<file path="src/rtl/vending_pkg.sv">
// Shared definitions for the vending machine controller: FSM encodings,
// error codes, coin denominations, the price table and the greedy coin pick.
package vending_pkg;

    // Controller state encoding
    typedef logic [1:0] state_t;
    localparam state_t S_IDLE   = 2'd0;
    localparam state_t S_CREDIT = 2'd1;
    localparam state_t S_VEND   = 2'd2;
    localparam state_t S_CHANGE = 2'd3;

    // err_code values; ERR_NONE whenever err is low
    localparam logic [1:0] ERR_NONE      = 2'b00;
    localparam logic [1:0] ERR_BAD_CODE  = 2'b01;
    localparam logic [1:0] ERR_SOLD_OUT  = 2'b10;
    localparam logic [1:0] ERR_NO_CREDIT = 2'b11;

    // Change denominations, largest first
    localparam int unsigned DENOM_50 = 50;
    localparam int unsigned DENOM_10 = 10;
    localparam int unsigned DENOM_5  = 5;
    localparam int unsigned DENOM_1  = 1;

    // Price of an item code; 0 for codes outside the table
    function automatic int unsigned price(input int unsigned code);
        case (code)
            1:       return 10;
            2:       return 15;
            3:       return 25;
            4:       return 40;
            5:       return 55;
            6:       return 70;
            7:       return 90;
            8:       return 120;
            9:       return 150;
            10:      return 200;
            default: return 0;
        endcase
    endfunction

    // Largest denomination not exceeding amt; 0 when nothing is owed
    function automatic int unsigned largest_coin(input int unsigned amt);
        if (amt >= DENOM_50)      return DENOM_50;
        else if (amt >= DENOM_10) return DENOM_10;
        else if (amt >= DENOM_5)  return DENOM_5;
        else if (amt >= DENOM_1)  return DENOM_1;
        else                      return 0;
    endfunction

endpackage

</file>
<file path="src/rtl/vending_machine_ctrl_change_dispenser.sv">
// Change payout: offers one coin at a time to the hopper, keeps it stable
// until accepted, and reports the credit left after each accepted coin.
// The offer for the next cycle is computed from the controller's next
// credit so a new coin is presented on the cycle after each acceptance.
module change_dispenser
    import vending_pkg::*;
#(
    parameter int AMT_W = 8
) (
    input  logic             clk_i,
    input  logic             reset_ni,
    input  logic             load_i,          // controller is in CHANGE next cycle
    input  logic [AMT_W-1:0] amt_d_i,         // controller credit next cycle
    input  logic [AMT_W-1:0] credit_i,        // controller credit this cycle
    input  logic             change_ready_i,
    output logic             pay_o,           // a coin is handed over this cycle
    output logic [AMT_W-1:0] credit_after_o,  // credit once the offered coin leaves
    output logic             change_valid_o,
    output logic [AMT_W-1:0] change_coin_o
);

    logic             valid_q, valid_d;
    logic [AMT_W-1:0] coin_q, coin_d;

    // Next offer: greedy coin for whatever is still owed
    always_comb begin
        valid_d = load_i && (amt_d_i != '0);
        coin_d  = '0;
        if (valid_d) coin_d = AMT_W'(largest_coin(32'(amt_d_i)));
    end

    // Offer registers; coin stays put while unaccepted because credit does
    always_ff @(posedge clk_i or negedge reset_ni) begin
        if (!reset_ni) begin
            valid_q <= 1'b0;
            coin_q  <= '0;
        end else begin
            valid_q <= valid_d;
            coin_q  <= coin_d;
        end
    end

    assign pay_o          = valid_q && change_ready_i;
    assign credit_after_o = credit_i - coin_q;
    assign change_valid_o = valid_q;
    assign change_coin_o  = coin_q;

endmodule

</file>
<file path="src/rtl/vending_machine_ctrl.sv">
// Vending machine controller: credit accumulation, selection checking
// against price and stock, one-cycle vend pulse and change payout.
// Every output comes straight from a register.
module vending_machine_ctrl
    import vending_pkg::*;
#(
    parameter int AMT_W      = 8,
    parameter int NUM_ITEMS  = 10,
    parameter int CODE_W     = 4,
    parameter int STOCK_W    = 4,
    parameter int INIT_STOCK = 3
) (
    input  logic              clk_i,
    input  logic              reset_ni,
    input  logic              coin_valid_i,
    input  logic [AMT_W-1:0]  coin_value_i,
    input  logic              select_valid_i,
    input  logic [CODE_W-1:0] item_code_i,
    input  logic              cancel_i,
    input  logic              restock_valid_i,
    input  logic [CODE_W-1:0] restock_code_i,
    input  logic              change_ready_i,
    output logic [AMT_W-1:0]  credit_o,
    output logic              dispense_o,
    output logic [CODE_W-1:0] dispense_code_o,
    output logic              change_valid_o,
    output logic [AMT_W-1:0]  change_coin_o,
    output logic              coin_reject_o,
    output logic              err_o,
    output logic [1:0]        err_code_o,
    output logic              busy_o
);

    state_t                              state_q, state_d;
    logic [AMT_W-1:0]                    credit_q, credit_d;
    logic [NUM_ITEMS:1][STOCK_W-1:0]     stock_q, stock_d;
    logic                                dispense_q, dispense_d;
    logic [CODE_W-1:0]                   disp_code_q, disp_code_d;
    logic                                reject_q, reject_d;
    logic                                err_q, err_d;
    logic [1:0]                          err_code_q, err_code_d;
    logic                                busy_q;

    logic [AMT_W:0]                      coin_sum;
    logic                                code_ok;
    logic [STOCK_W-1:0]                  sel_stock;
    int unsigned                         sel_price;
    logic                                vend_take;
    logic                                pay;
    logic [AMT_W-1:0]                    credit_after;

    // Carry bit of the sum flags a coin that would overflow the credit
    assign coin_sum  = {1'b0, credit_q} + {1'b0, coin_value_i};
    assign code_ok   = (item_code_i != '0) && (32'(item_code_i) <= 32'(NUM_ITEMS));
    assign sel_price = price(32'(item_code_i));

    // Stock of the selected slot (0 for out-of-range codes, caught by code_ok)
    always_comb begin
        sel_stock = '0;
        for (int i = 1; i <= NUM_ITEMS; i++) begin
            if (item_code_i == CODE_W'(i)) sel_stock = stock_q[i];
        end
    end

    // Main FSM: cancel beats select beats coin; losers of that race are rejected
    always_comb begin
        state_d     = state_q;
        credit_d    = credit_q;
        dispense_d  = 1'b0;
        disp_code_d = disp_code_q;
        reject_d    = 1'b0;
        err_d       = 1'b0;
        err_code_d  = ERR_NONE;
        vend_take   = 1'b0;
        case (state_q)
            S_IDLE, S_CREDIT: begin
                if (cancel_i) begin
                    reject_d = coin_valid_i;
                    if (state_q == S_CREDIT) state_d = S_CHANGE;
                end else if (select_valid_i) begin
                    reject_d = coin_valid_i;
                    if (!code_ok) begin
                        err_d      = 1'b1;
                        err_code_d = ERR_BAD_CODE;
                    end else if (sel_stock == '0) begin
                        err_d      = 1'b1;
                        err_code_d = ERR_SOLD_OUT;
                    end else if (32'(credit_q) < sel_price) begin
                        err_d      = 1'b1;
                        err_code_d = ERR_NO_CREDIT;
                    end else begin
                        state_d     = S_VEND;
                        credit_d    = credit_q - AMT_W'(sel_price);
                        vend_take   = 1'b1;
                        dispense_d  = 1'b1;
                        disp_code_d = item_code_i;
                    end
                end else if (coin_valid_i) begin
                    if (coin_sum[AMT_W]) begin
                        reject_d = 1'b1;
                    end else if (coin_value_i != '0) begin
                        credit_d = coin_sum[AMT_W-1:0];
                        state_d  = S_CREDIT;
                    end
                end
            end
            S_VEND: begin
                reject_d = coin_valid_i;
                state_d  = (credit_q != '0) ? S_CHANGE : S_IDLE;
            end
            default: begin  // S_CHANGE: selects ignored, coins bounced
                reject_d = coin_valid_i;
                if (pay) begin
                    credit_d = credit_after;
                    if (credit_after == '0) state_d = S_IDLE;
                end
            end
        endcase
    end

    // Stock update: vend takes one, restock fills the slot and wins a tie
    always_comb begin
        stock_d = stock_q;
        for (int i = 1; i <= NUM_ITEMS; i++) begin
            if (vend_take && item_code_i == CODE_W'(i))
                stock_d[i] = stock_q[i] - STOCK_W'(1);
            if (restock_valid_i && restock_code_i == CODE_W'(i))
                stock_d[i] = '1;
        end
    end

    // State and output registers
    always_ff @(posedge clk_i or negedge reset_ni) begin
        if (!reset_ni) begin
            state_q     <= S_IDLE;
            credit_q    <= '0;
            stock_q     <= {NUM_ITEMS{STOCK_W'(INIT_STOCK)}};
            dispense_q  <= 1'b0;
            disp_code_q <= '0;
            reject_q    <= 1'b0;
            err_q       <= 1'b0;
            err_code_q  <= ERR_NONE;
            busy_q      <= 1'b0;
        end else begin
            state_q     <= state_d;
            credit_q    <= credit_d;
            stock_q     <= stock_d;
            dispense_q  <= dispense_d;
            disp_code_q <= disp_code_d;
            reject_q    <= reject_d;
            err_q       <= err_d;
            err_code_q  <= err_code_d;
            busy_q      <= (state_d == S_VEND) || (state_d == S_CHANGE);
        end
    end

    change_dispenser #(.AMT_W(AMT_W)) u_change (
        .clk_i          (clk_i),
        .reset_ni       (reset_ni),
        .load_i         (state_d == S_CHANGE),
        .amt_d_i        (credit_d),
        .credit_i       (credit_q),
        .change_ready_i (change_ready_i),
        .pay_o          (pay),
        .credit_after_o (credit_after),
        .change_valid_o (change_valid_o),
        .change_coin_o  (change_coin_o)
    );

    assign credit_o        = credit_q;
    assign dispense_o      = dispense_q;
    assign dispense_code_o = disp_code_q;
    assign coin_reject_o   = reject_q;
    assign err_o           = err_q;
    assign err_code_o      = err_code_q;
    assign busy_o          = busy_q;

endmodule

</file>
<file path="config.mk">
export PLATFORM = sky130hd
export DESIGN_NAME = vending_machine_ctrl
export DESIGN_NICKNAME = d
export VERILOG_FILES = /design/src/rtl/vending_pkg.sv /design/src/rtl/vending_machine_ctrl_change_dispenser.sv /design/src/rtl/vending_machine_ctrl.sv
export SDC_FILE = /design/constraint.sdc
export NUM_CORES = 1
export LEC_CHECK = 0
export CAP_MARGIN = 30
export CORE_MARGIN = 2
export CORE_UTILIZATION = 30
export CTS_CLUSTER_DIAMETER = 100
export CTS_CLUSTER_SIZE = 8
export DETAILED_ROUTE_END_ITERATION = 7
export PLACE_DENSITY = 0.56
export SLEW_MARGIN = 20
export SYNTH_ARGS = -nofsm -noshare
export SYNTH_HDL_FRONTEND = slang
export SYNTH_SLANG_ARGS = --single-unit
</file>
<file path="constraint.sdc">
create_clock -name clk_i -period 3.36 [get_ports clk_i]
set_input_delay 0.336 -clock clk_i [delete_from_list [all_inputs] [get_ports clk_i]]
set_output_delay 0.336 -clock clk_i [all_outputs]
set_load 0.01 [all_outputs]
</file>
==> insert_results.sql <==
INSERT INTO impl_metrics (metric_group, metric, value, unit) VALUES
('worst_setup_path', 'crit-reg2reg-capture', 'u_change.change_coin_o[2]', ''),
('yosys', 'synthCells', '607', ''),
('sta', 'setup_viol', '0', ''),
('power_and_ir_drop', 'worst_ir_drop_vdd', '329', 'uV'),
('yosys', 'synth_ff_type', 'sky130_fd_sc_hd__dfrtp_1', ''),
('placed_design', 'placed_instances', '981', ''),
('power_and_ir_drop', 'leakage_power', '3.31', 'nW'),
('cells_and_area', 'layout_common_cells', '129 x sky130_fd_sc_hd__buf_4, 74 x sky130_fd_sc_hd__nand2_1, 46 x sky130_fd_sc_hd__dfrtp_1', ''),
('sta', 'max_freq', '307', 'MHz'),
('power_and_ir_drop', 'post-layout-total-power', '5.84', 'mW'),
('sta', 'worst_hold_slack', '79.0', 'ps'),
('routing', 'routed_via_density', '5.12', ''),
('grt', 'grt_first_pass_wirelength', '27200', 'um'),
('yosys', 'post-synth-top-area-cell', 'sky130_fd_sc_hd__dfrtp_1', ''),
('yosys', 'yosys_warnings', '0', ''),
('yosys', 'synth-async-reset-ratio', '100', '%'),
('yosys', 'syn_avg_cell_area', '8.53', 'sq um'),
('placed_design', 'placed_area', '6730', 'sq um'),
('routing', 'routed-via-count', '5188', ''),
('cells_and_area', 'post_route_cells_drive_above_1_share', '30.8', '%'),
('placed_design', 'port_buffers', '47', ''),
('sta', 'clock-skew-final', '9.87', 'ps'),
('clock_tree', 'hold_buffers', '0', ''),
('worst_setup_path', 'ff2ff_setup_slack', '100', 'ps'),
('cells_and_area', 'synth_to_layout_area_growth', '44.7', '%'),
('placed_design', 'dp_hpwl', '13200', 'um'),
('floorplan', 'io_pins', '50', ''),
('floorplan', 'row_count', '48', ''),
('yosys', 'area_of_the_mapped_netlist', '5170', 'sq um'),
('clock_tree', 'clock_tree.buffer_depth', '2', ''),
('status', 'status', 'completed', ''),
('sta', 'max_slew_margin', '47.9', '%'),
('clock_tree', 'numClockSinks', '66', ''),
('grt', 'number_of_antenna_violations_at_the_first_check_in_global_routing', '0', ''),
('cells_and_area', 'final_area', '7490', 'sq um'),
('routing', 'per_cell_routed_wire_length', '16.8', 'um'),
('yosys', 'yosysTopAreaCellShare', '22.2', '%'),
('floorplan', 'core-area', '17100', 'sq um'),
('sta', 'layout_min_cycle_time', '3260', 'ps'),
('worst_setup_path', 'worstSetupStartpointType', 'flip-flop', ''),
('routing', 'route.detailed.drc', '0', ''),
('clock_tree', 'worst_setup_hold_path_clk_slew', '60', 'ps'),
('sta', 'hold_viol', '0', ''),
('routing', 'dr.pass1.iters', '5', ''),
('yosys', 'synth_sequential_area_ratio', '32.4', '%'),
('grt', 'first_global_vias', '5239', ''),
('floorplan', 'die_width', '135', 'um'),
('floorplan', 'die-area', '18300', 'sq um'),
('floorplan', 'start_util', '30.3', '%'),
('grt', 'grtUsageTotal', '19.1', '%'),
('sta', 'postLayoutSetupSlackWorst', '103', 'ps'),
('sta', 'timing_worst_slew_pin_value', '781', 'ps'),
('cells_and_area', 'final_common_cell', 'sky130_fd_sc_hd__buf_4', ''),
('floorplan', 'die_h', '135', 'um'),
('clock_tree', 'htree_levels', '3', ''),
('worst_setup_path', 'required', '3590', 'ps'),
('routing', 'drt-total-wl', '17000', 'um'),
('cells_and_area', 'antenna_cells_inserted', '0', ''),
('yosys', 'synth_edf_count', '0', ''),
('sta', 'drv_slew', '0', ''),
('clock_tree', 'clock_insertion_delay_worst_skew', '340', 'ps'),
('worst_setup_path', 'setup_crit_end_kind', 'flip-flop', ''),
('routing', 'postRouteAntennaNets', '0', ''),
('worst_setup_path', 'cp_max_fo', '3', ''),
('worst_setup_path', 'crit-reg2reg-launch', 'credit_o[0]', ''),
('grt', 'grt_max_degree', '36', ''),
('power_and_ir_drop', 'power_density', '780', 'nW/um^2'),
('yosys', 'synth_seq_cells', '66', ''),
('sta', 'finalCritPeriodShare', '96.9', '%'),
('clock_tree', 'tritoncts', 'done', ''),
('sta', 'rsz_0062_raised_after_global_routing', 'true', '');
[layout make-up]
cell class	instances	area, sq um
Fill cell	1682	9570
Clock inverter	5	85.1
Inverter	47	179
Clock buffer	11	243
Multi-Input combinational cell	476	3510
Tap cell	225	282
Sequential cell	66	1680
Timing Repair Buffer	183	1510
[flip-flops by register name (all words and copies together) (netlist names), 2 cells and up]
name	flops
credit_o	8
stock_q	40
u_change.change_coin_o	5
err_code_o	2
state_q	2
dispense_code_o	4
[worst max-delay path, cell delays in order, from the launching register on]
cell                       delay, ps
sky130_fd_sc_hd__dfrtp_1         390
sky130_fd_sc_hd__buf_4           150
sky130_fd_sc_hd__ha_1            210
sky130_fd_sc_hd__fa_2            390
sky130_fd_sc_hd__a211oi_4        260
sky130_fd_sc_hd__o21a_1          180
sky130_fd_sc_hd__o21ai_1         120
sky130_fd_sc_hd__buf_4           180
sky130_fd_sc_hd__a21oi_2         190
sky130_fd_sc_hd__nand3_1         130
sky130_fd_sc_hd__nor4b_1         180
sky130_fd_sc_hd__a211o_1         320
sky130_fd_sc_hd__o211a_1         230
sky130_fd_sc_hd__o211a_1         210
[cells by family (layout without fill, tap and decap cells)]
group           Yosys count  after routing  share of synthesized area [%]
flops                    66             66                           32.4
compound gates          161            161                           22.4
other cells               1              2                         0.0725
simple gates            238            238                           23.8
buf+inv                  66            246                           5.34
mux                       3              3                          0.580
fa+ha+maj                39             39                           9.86
xor+xnor                 33             33                           5.59
[metrics by stage]
stage	setup TNS, ps	util [%]
floorplan	0	-
global placement	-25270	39.5
detailed placement	-26880	39.5
CTS	0	42.6
global route	-125	43.9
finish	0	43.9
[power by group]
part           internal, mW  leakage [nW]  switching [mW]  total, mW
clock network         0.674         0.156           0.363       1.04
logic                  1.78          2.43            1.86       3.64
registers             0.999         0.730           0.166       1.17
total                  3.45          3.31            2.39       5.84
[Yosys cell counts (4+ instances only)]
cell                       count
sky130_fd_sc_hd__nand2_1      75
sky130_fd_sc_hd__dfrtp_1      46
sky130_fd_sc_hd__inv_1        46
sky130_fd_sc_hd__nor2_1       40
sky130_fd_sc_hd__ha_1         36
sky130_fd_sc_hd__o21ai_0      35
sky130_fd_sc_hd__a21oi_1      26
sky130_fd_sc_hd__nor3_1       23
sky130_fd_sc_hd__dfstp_2      20
sky130_fd_sc_hd__xnor2_1      19
sky130_fd_sc_hd__nand3_1      17
sky130_fd_sc_hd__o211ai_1     15
sky130_fd_sc_hd__xor2_1       14
sky130_fd_sc_hd__a211oi_1     11
sky130_fd_sc_hd__nor2b_1      11
sky130_fd_sc_hd__and3_1       10
sky130_fd_sc_hd__o21a_1       10
sky130_fd_sc_hd__clkbuf_1      9
sky130_fd_sc_hd__a21o_1        8
sky130_fd_sc_hd__nand2b_1      8
sky130_fd_sc_hd__nand4_1       8
sky130_fd_sc_hd__or3_1         7
sky130_fd_sc_hd__and2_1        6
sky130_fd_sc_hd__buf_2         5
sky130_fd_sc_hd__o21ai_1       5
sky130_fd_sc_hd__or2_2         5
sky130_fd_sc_hd__a31oi_1       4
sky130_fd_sc_hd__buf_4         4
sky130_fd_sc_hd__nor4_1        4
sky130_fd_sc_hd__o41ai_1       4
[how the worst max path moves through the flow]
| stage | end | start | slack (ps) | cells past startpoint |
|---|---|---|---|---|
| after CTS | u_change.change_coin_o[0] | item_code_i[2] | 10 | 18 |
| final | u_change.change_coin_o[2] | credit_o[0] | 100 | 13 |
| after global routing | u_change.change_coin_o[0] | item_code_i[1] | -70 | 16 |
| after floorplan | u_change.change_coin_o[0] | item_code_i[1] | 0.5 | 19 |
| after detailed placement | u_change.change_coin_o[0] | item_code_i[0] | -820 | 16 |
| after global placement | u_change.change_coin_o[3] | item_code_i[0] | -720 | 16 |
[repair_timing]
item / 4_1_cts / 5_1_grt
pin swaps: 11 / 24
setup buffers: 6 / 11
endpoints found under the setup margin: 39 / 32
gates cloned: 0 / 0
hold endpoints to repair: 0 / 0
resized for setup: 36 / 43
[metal layers]
| metal | wire length, um | up-vias | global-route usage (%) |
|---|---|---|---|
| met5 | 0 | - | 0 |
| met4 | 327 | 0 | 6.77 |
| met3 | 618 | 25 | 2.88 |
| met2 | 7980 | 115 | 30.6 |
| met1 | 8060 | 2505 | 26.3 |
| li1 | - | 2543 | - |
(Power assumes the default switching activity.)
